File: src/rtl/mips_ctrl_pkg.sv
// Shared encodings for the multicycle MIPS control unit: FSM states, opcodes,
// ALU operation codes and the control-bus bit layout used by the datapath.
package mips_ctrl_pkg;

    typedef enum logic [3:0] {
        S_FETCH    = 4'd0,
        S_DECODE   = 4'd1,
        S_MEMADR   = 4'd2,
        S_MEMRD    = 4'd3,
        S_MEMWB    = 4'd4,
        S_MEMWR    = 4'd5,
        S_EXECUTE  = 4'd6,
        S_ALUWB    = 4'd7,
        S_BEQ      = 4'd8,
        S_ADDIEXEC = 4'd9,
        S_ADDIWB   = 4'd10,
        S_JUMP     = 4'd11
    } state_t;

    localparam logic [5:0] OP_RTYPE = 6'b000000;
    localparam logic [5:0] OP_LW    = 6'b100011;
    localparam logic [5:0] OP_SW    = 6'b101011;
    localparam logic [5:0] OP_BEQ   = 6'b000100;
    localparam logic [5:0] OP_ADDI  = 6'b001000;
    localparam logic [5:0] OP_J     = 6'b000010;

    localparam logic [5:0] FUNCT_ADD = 6'b100000;
    localparam logic [5:0] FUNCT_SUB = 6'b100010;
    localparam logic [5:0] FUNCT_AND = 6'b100100;
    localparam logic [5:0] FUNCT_OR  = 6'b100101;
    localparam logic [5:0] FUNCT_SLT = 6'b101010;

    localparam logic [1:0] ALUOP_ADD   = 2'b00;
    localparam logic [1:0] ALUOP_SUB   = 2'b01;
    localparam logic [1:0] ALUOP_FUNCT = 2'b10;

    localparam logic [2:0] ALUCTL_AND = 3'b000;
    localparam logic [2:0] ALUCTL_OR  = 3'b001;
    localparam logic [2:0] ALUCTL_ADD = 3'b010;
    localparam logic [2:0] ALUCTL_SUB = 3'b110;
    localparam logic [2:0] ALUCTL_SLT = 3'b111;

    localparam int unsigned BUS_W          = 15;
    localparam int unsigned BUS_IORD       = 14;
    localparam int unsigned BUS_MEMWRITE   = 13;
    localparam int unsigned BUS_IRWRITE    = 12;
    localparam int unsigned BUS_PCEN       = 11;
    localparam int unsigned BUS_ALUSRCA    = 10;
    localparam int unsigned BUS_REGWRITE   = 9;
    localparam int unsigned BUS_REGDST     = 8;
    localparam int unsigned BUS_MEMTOREG   = 7;
    localparam int unsigned BUS_PCSRC_MSB  = 6;
    localparam int unsigned BUS_ALUSRCB_MSB = 4;
    localparam int unsigned BUS_ALUCTL_MSB = 2;

    // All enables low, ALU left on add.
    localparam logic [BUS_W-1:0] RESET_BUS = 15'h0002;

endpackage

File: src/rtl/alu_decoder.sv
// Combinational ALU decoder: maps ALUOp and R-type funct to ALUControl.
module alu_decoder
    import mips_ctrl_pkg::*;
(
    input  logic [1:0] aluop,
    input  logic [5:0] funct,
    output logic [2:0] alu_control
);

    always_comb begin
        alu_control = ALUCTL_ADD;
        case (aluop)
            ALUOP_SUB: alu_control = ALUCTL_SUB;
            ALUOP_FUNCT: begin
                case (funct)
                    FUNCT_ADD: alu_control = ALUCTL_ADD;
                    FUNCT_SUB: alu_control = ALUCTL_SUB;
                    FUNCT_AND: alu_control = ALUCTL_AND;
                    FUNCT_OR:  alu_control = ALUCTL_OR;
                    FUNCT_SLT: alu_control = ALUCTL_SLT;
                    default:   alu_control = ALUCTL_ADD;
                endcase
            end
            default: alu_control = ALUCTL_ADD;
        endcase
    end

endmodule

File: src/rtl/multicycle_controller.sv
// Multicycle MIPS control unit: 12-state Moore FSM driving the packed
// datapath control bus, with PCEn as the only zero-dependent output.
module multicycle_controller
    import mips_ctrl_pkg::*;
(
    input  logic                 clk,
    input  logic                 reset,
    input  logic [5:0]           op,
    input  logic [5:0]           funct,
    input  logic                 zero,
    output logic [BUS_W-1:0]     control_bus,
    output logic [3:0]           state
);

    state_t state_q;
    state_t state_d;

    logic       iord;
    logic       memwrite;
    logic       irwrite;
    logic       pcwrite;
    logic       branch;
    logic       pcen;
    logic       alusrca;
    logic       regwrite;
    logic       regdst;
    logic       memtoreg;
    logic [1:0] pcsrc;
    logic [1:0] alusrcb;
    logic [1:0] aluop;
    logic [2:0] alu_control;

    always_ff @(posedge clk or posedge reset) begin
        if (reset) state_q <= S_FETCH;
        else       state_q <= state_d;
    end

    always_comb begin
        state_d = S_FETCH;
        case (state_q)
            S_FETCH: state_d = S_DECODE;
            S_DECODE: begin
                case (op)
                    OP_LW, OP_SW: state_d = S_MEMADR;
                    OP_RTYPE:     state_d = S_EXECUTE;
                    OP_BEQ:       state_d = S_BEQ;
                    OP_ADDI:      state_d = S_ADDIEXEC;
                    OP_J:         state_d = S_JUMP;
                    default:      state_d = S_FETCH;
                endcase
            end
            S_MEMADR:   state_d = (op == OP_LW) ? S_MEMRD : S_MEMWR;
            S_MEMRD:    state_d = S_MEMWB;
            S_EXECUTE:  state_d = S_ALUWB;
            S_ADDIEXEC: state_d = S_ADDIWB;
            default:    state_d = S_FETCH;
        endcase
    end

    // Moore field decode; unlisted fields stay at their zero default.
    always_comb begin
        iord     = 1'b0;
        memwrite = 1'b0;
        irwrite  = 1'b0;
        pcwrite  = 1'b0;
        branch   = 1'b0;
        alusrca  = 1'b0;
        regwrite = 1'b0;
        regdst   = 1'b0;
        memtoreg = 1'b0;
        pcsrc    = 2'b00;
        alusrcb  = 2'b00;
        aluop    = ALUOP_ADD;
        case (state_q)
            S_FETCH: begin
                alusrcb = 2'b01;
                irwrite = 1'b1;
                pcwrite = 1'b1;
            end
            S_DECODE: alusrcb = 2'b11;
            S_MEMADR: begin
                alusrca = 1'b1;
                alusrcb = 2'b10;
            end
            S_MEMRD: iord = 1'b1;
            S_MEMWB: begin
                memtoreg = 1'b1;
                regwrite = 1'b1;
            end
            S_MEMWR: begin
                iord     = 1'b1;
                memwrite = 1'b1;
            end
            S_EXECUTE: begin
                alusrca = 1'b1;
                aluop   = ALUOP_FUNCT;
            end
            S_ALUWB: begin
                regdst   = 1'b1;
                regwrite = 1'b1;
            end
            S_BEQ: begin
                alusrca = 1'b1;
                aluop   = ALUOP_SUB;
                pcsrc   = 2'b01;
                branch  = 1'b1;
            end
            S_ADDIEXEC: begin
                alusrca = 1'b1;
                alusrcb = 2'b10;
            end
            S_ADDIWB: regwrite = 1'b1;
            S_JUMP: begin
                pcsrc   = 2'b10;
                pcwrite = 1'b1;
            end
            default: ;
        endcase
    end

    alu_decoder u_alu_decoder (
        .aluop       (aluop),
        .funct       (funct),
        .alu_control (alu_control)
    );

    always_comb begin
        pcen = pcwrite | (branch & zero);
        control_bus = '0;
        control_bus[BUS_IORD]     = iord;
        control_bus[BUS_MEMWRITE] = memwrite;
        control_bus[BUS_IRWRITE]  = irwrite;
        control_bus[BUS_PCEN]     = pcen;
        control_bus[BUS_ALUSRCA]  = alusrca;
        control_bus[BUS_REGWRITE] = regwrite;
        control_bus[BUS_REGDST]   = regdst;
        control_bus[BUS_MEMTOREG] = memtoreg;
        control_bus[BUS_PCSRC_MSB -: 2]   = pcsrc;
        control_bus[BUS_ALUSRCB_MSB -: 2] = alusrcb;
        control_bus[BUS_ALUCTL_MSB -: 3]  = alu_control;
        // Gate combinationally so writes are suppressed from the reset instant.
        if (reset) control_bus = RESET_BUS;
    end

    assign state = state_q;

endmodule

File: config.mk
export PLATFORM = sky130hd
export DESIGN_NAME = multicycle_controller
export DESIGN_NICKNAME = d
export VERILOG_FILES = /design/src/rtl/mips_ctrl_pkg.sv /design/src/rtl/alu_decoder.sv /design/src/rtl/multicycle_controller.sv
export SDC_FILE = /design/constraint.sdc
export NUM_CORES = 1
export LEC_CHECK = 0
export BUFFER_PORTS_ARGS = -buffer_cell sky130_fd_sc_hd__buf_4
export CORE_UTILIZATION = 46
export DETAILED_ROUTE_END_ITERATION = 8
export MAX_ROUTING_LAYER = met4
export PLACE_DENSITY = 0.91
export SYNTH_ARGS = -nofsm -noshare
export SYNTH_HDL_FRONTEND = slang
export SYNTH_SLANG_ARGS = --single-unit
File: constraint.sdc
create_clock -name clk -period 4.2 [get_ports clk]
set_clock_uncertainty 0.05 [all_clocks]
set_input_delay 0.84 -clock clk [delete_from_list [all_inputs] [get_ports clk]]
set_output_delay 0.84 -clock clk [all_outputs]
set_load 0.02 [all_outputs]
==> results.tsv <==
metric	value	unit
status	completed	
Bufs on Longest Clock Path	2	
Crit Path Category	reg2out	
remaining antenna violation count after routing	0	
Cells after Synth	85	
minimum clock period	3.073	ns
Core ar.	1171	µm²
initial DRC count	18	
Net Sw Frac	47.32	%
largest net degree at the start of global routing	19	
Port-buffer cells	33	
Final setup viols	0	
Layout Area Growth over Synthesis	41.19	%
worst-skew pair later-pin latency	0.24	ns
WL per Instance	12.62	µm
Post-CTS Setup Repair Bufs	0	
Pre-antenna DRT Iters	4	
met3 Usage GRT	5.233	%
Cell Area, Synth	610.6	µm²
hold_buf cts	0	
Final GP Congestion	0.7675	
CP Data Required Time	3.31	ns
Post-Route WL	1.628	mm
Worst Hold Class	in2async	
syn nets	103	
largest delay contributor family on the critical path	flip-flops	
Critical Path AT	2.18	ns
Pint	0.0001637	W
Starting Density	52.14	%
Slew Limit Headroom	64.61	%
asr flop ratio synth	100.0	%
via density per instance	5.922	
# rows	12	
Via Count	764	
gr busiest metal	met2	
Worst-Margin Slew	0.5308	ns
Clock Sinks	4	
power after layout	0.0003106	W
P_leak	0.3981	nW
Worst-path clk slew	0.04	ns
Syn. warnings	0	
Sw Pwr	0.0001470	W
Congestion Overflow GR	0	
I/O pin count	34	
Critical Path Fanout Max	18	
Logic pwr share	58.0	%
WHS	0.5258	ns
Clk pwr share	15.3	%
post_cts resized	0	
met1 Usage GRT	31.69	%
Fin. Hold Viols	0	
share of layout cells above drive strength 1	33.04	%
register area share after synthesis	16.39	%
placed wire-length estimate	1.225	mm
pwr dens	360.3	nW/µm²
main flop type after synthesis	dfrtp_1	
die height	38.43	µm
number of synthesized flops with an enable pin	0	
first-pass GRT wire length	2.656	mm
TritonCTS clock tree	built	
Die Wd	38.43	µm
final worst path period share	73.16	%
Yosys cell types	37	
CP endpoint kind	output port	
cts bufs inserted	3	
commonest non-fill, non-tap cells in the layout	buf_4, nor2_1, nor3_1, inv_1	
Achievable Freq	0.3254	GHz
worst path cell trace	nor2b_1, nand3_1, ha_1, a2111o_1, buf_4	
GR Layer Usage met2	44.07	%
fin. max-slew vios	0	
maxcap violations	0	
max reg flops	4	
diodes inserted	0	
synthesized flop and latch total	4	
Layout Nets	135	
Root Driver	clkbuf_4	
Sequential Power Share	26.8	%
total die area	1477	µm²
Peak VDD IR	229.5	µV
most common cell after layout, fill and taps aside	buf_4	
CP startpoint kind	register	
setup repair after global routing missed its margin	false	
vias in the first global route	630	
Crit-path slowest cell	dfrtp_1	
Buf/Inv on CP	1	
Syn Area/Cell	7.183	µm²
initial antenna violation count	0	
r2r setup slk	2.65	ns
Global Route Usage Sum	26.24	%
H-tree Lvls	1	
max incr delay on CP	0.67	ns
DRC Markers	0	
total negative slack	0	ns
[synth_stat cells, types with 2 or more instances]
cell	instances	share of area [%]
nand4_1	3	3.1
nand2_1	3	1.8
and3_1	2	2.0
inv_1	6	3.7
buf_2	2	1.6
nor3b_1	2	2.5
ha_1	3	6.1
xnor2_1	2	2.9
o21ai_0	2	1.6
nor2b_1	3	3.1
dfrtp_1	4	16
nor2_1	7	4.3
nand2b_1	3	3.1
nor3_1	7	5.7
a21oi_1	5	4.1
clkbuf_1	2	1.2
nor4_1	3	3.1
a41oi_1	3	4.3
nand3_1	5	4.1
[power by group through the flow]
stage          combinational [W]  clock (W)  sequential, W
6_report                0.000180  0.0000474      0.0000832
3_3_place_gp            0.000175          0      0.0000819
3_5_place_dp            0.000178          0      0.0000829
5_1_grt                 0.000195  0.0000501      0.0000881
2_1_floorplan           0.000133          0      0.0000679
4_1_cts                 0.000179  0.0000470      0.0000832
[path summary, 6_finish.rpt]
| kind | startpoint | end | cells past startpoint |
|---|---|---|---|
| setup / recovery | state[2] | control_bus[1] | 5 |
| hold / removal | reset | state[1] | 2 |
| setup reg to reg | state[3] | state[2] | 3 |
| hold reg to reg | state[0] | state[0] | 1 |
| max in group asynchronous | reset | state[3] | 2 |
| min in group clk | state[0] | state[0] | 1 |
[through the flow]
step	utilization [%]	std cells	setup WS, ns	cell area [µm²]
after detailed placement	71.69	126	1.413	839.6
after CTS	73.61	129	1.159	862.1
final	73.61	129	1.127	862.1
after global placement	71.69	126	1.459	839.6
after global routing	73.61	129	0.9939	862.1
after floorplan	-	85	1.547	610.6
[logic make-up (layout without fill, tap and decap cells)]
family / count (synthesis) / in the layout / share of synthesized area [%]
and+or+nand+nor: 45 / 45 / 42.62
buffers and inverters: 12 / 42 / 9.632
AOI/OAI and AO/OA: 18 / 18 / 20.90
xor gates and xnor gates: 3 / 3 / 4.304
adders and majority gates: 3 / 3 / 6.148
DFF: 4 / 4 / 16.39
[worst register-to-register path, cell delays in order, from the launching register on]
cell and delay [ns]:
dfrtp_1 0.55, or4b_4 0.60, a41oi_1 0.18, a211o_1 0.13
[layout make-up]
cell class | instances | area, µm²
multi-input cells | 69 | 451.7
well taps | 14 | 17.52
flip-flops and latches | 4 | 100.1
repair buffers | 33 | 247.7
fillers | 105 | 309.0
clock buffers | 3 | 22.52
inverters | 6 | 22.52
[routing by layer]
layer / vias to the layer above / wire length [µm]
met1: 359 / 716
met3: 0 / 87
li1: 379 / -
met2: 26 / 824
met4: 0 / 0
met5: - / 0
(Power assumes the default switching activity.)
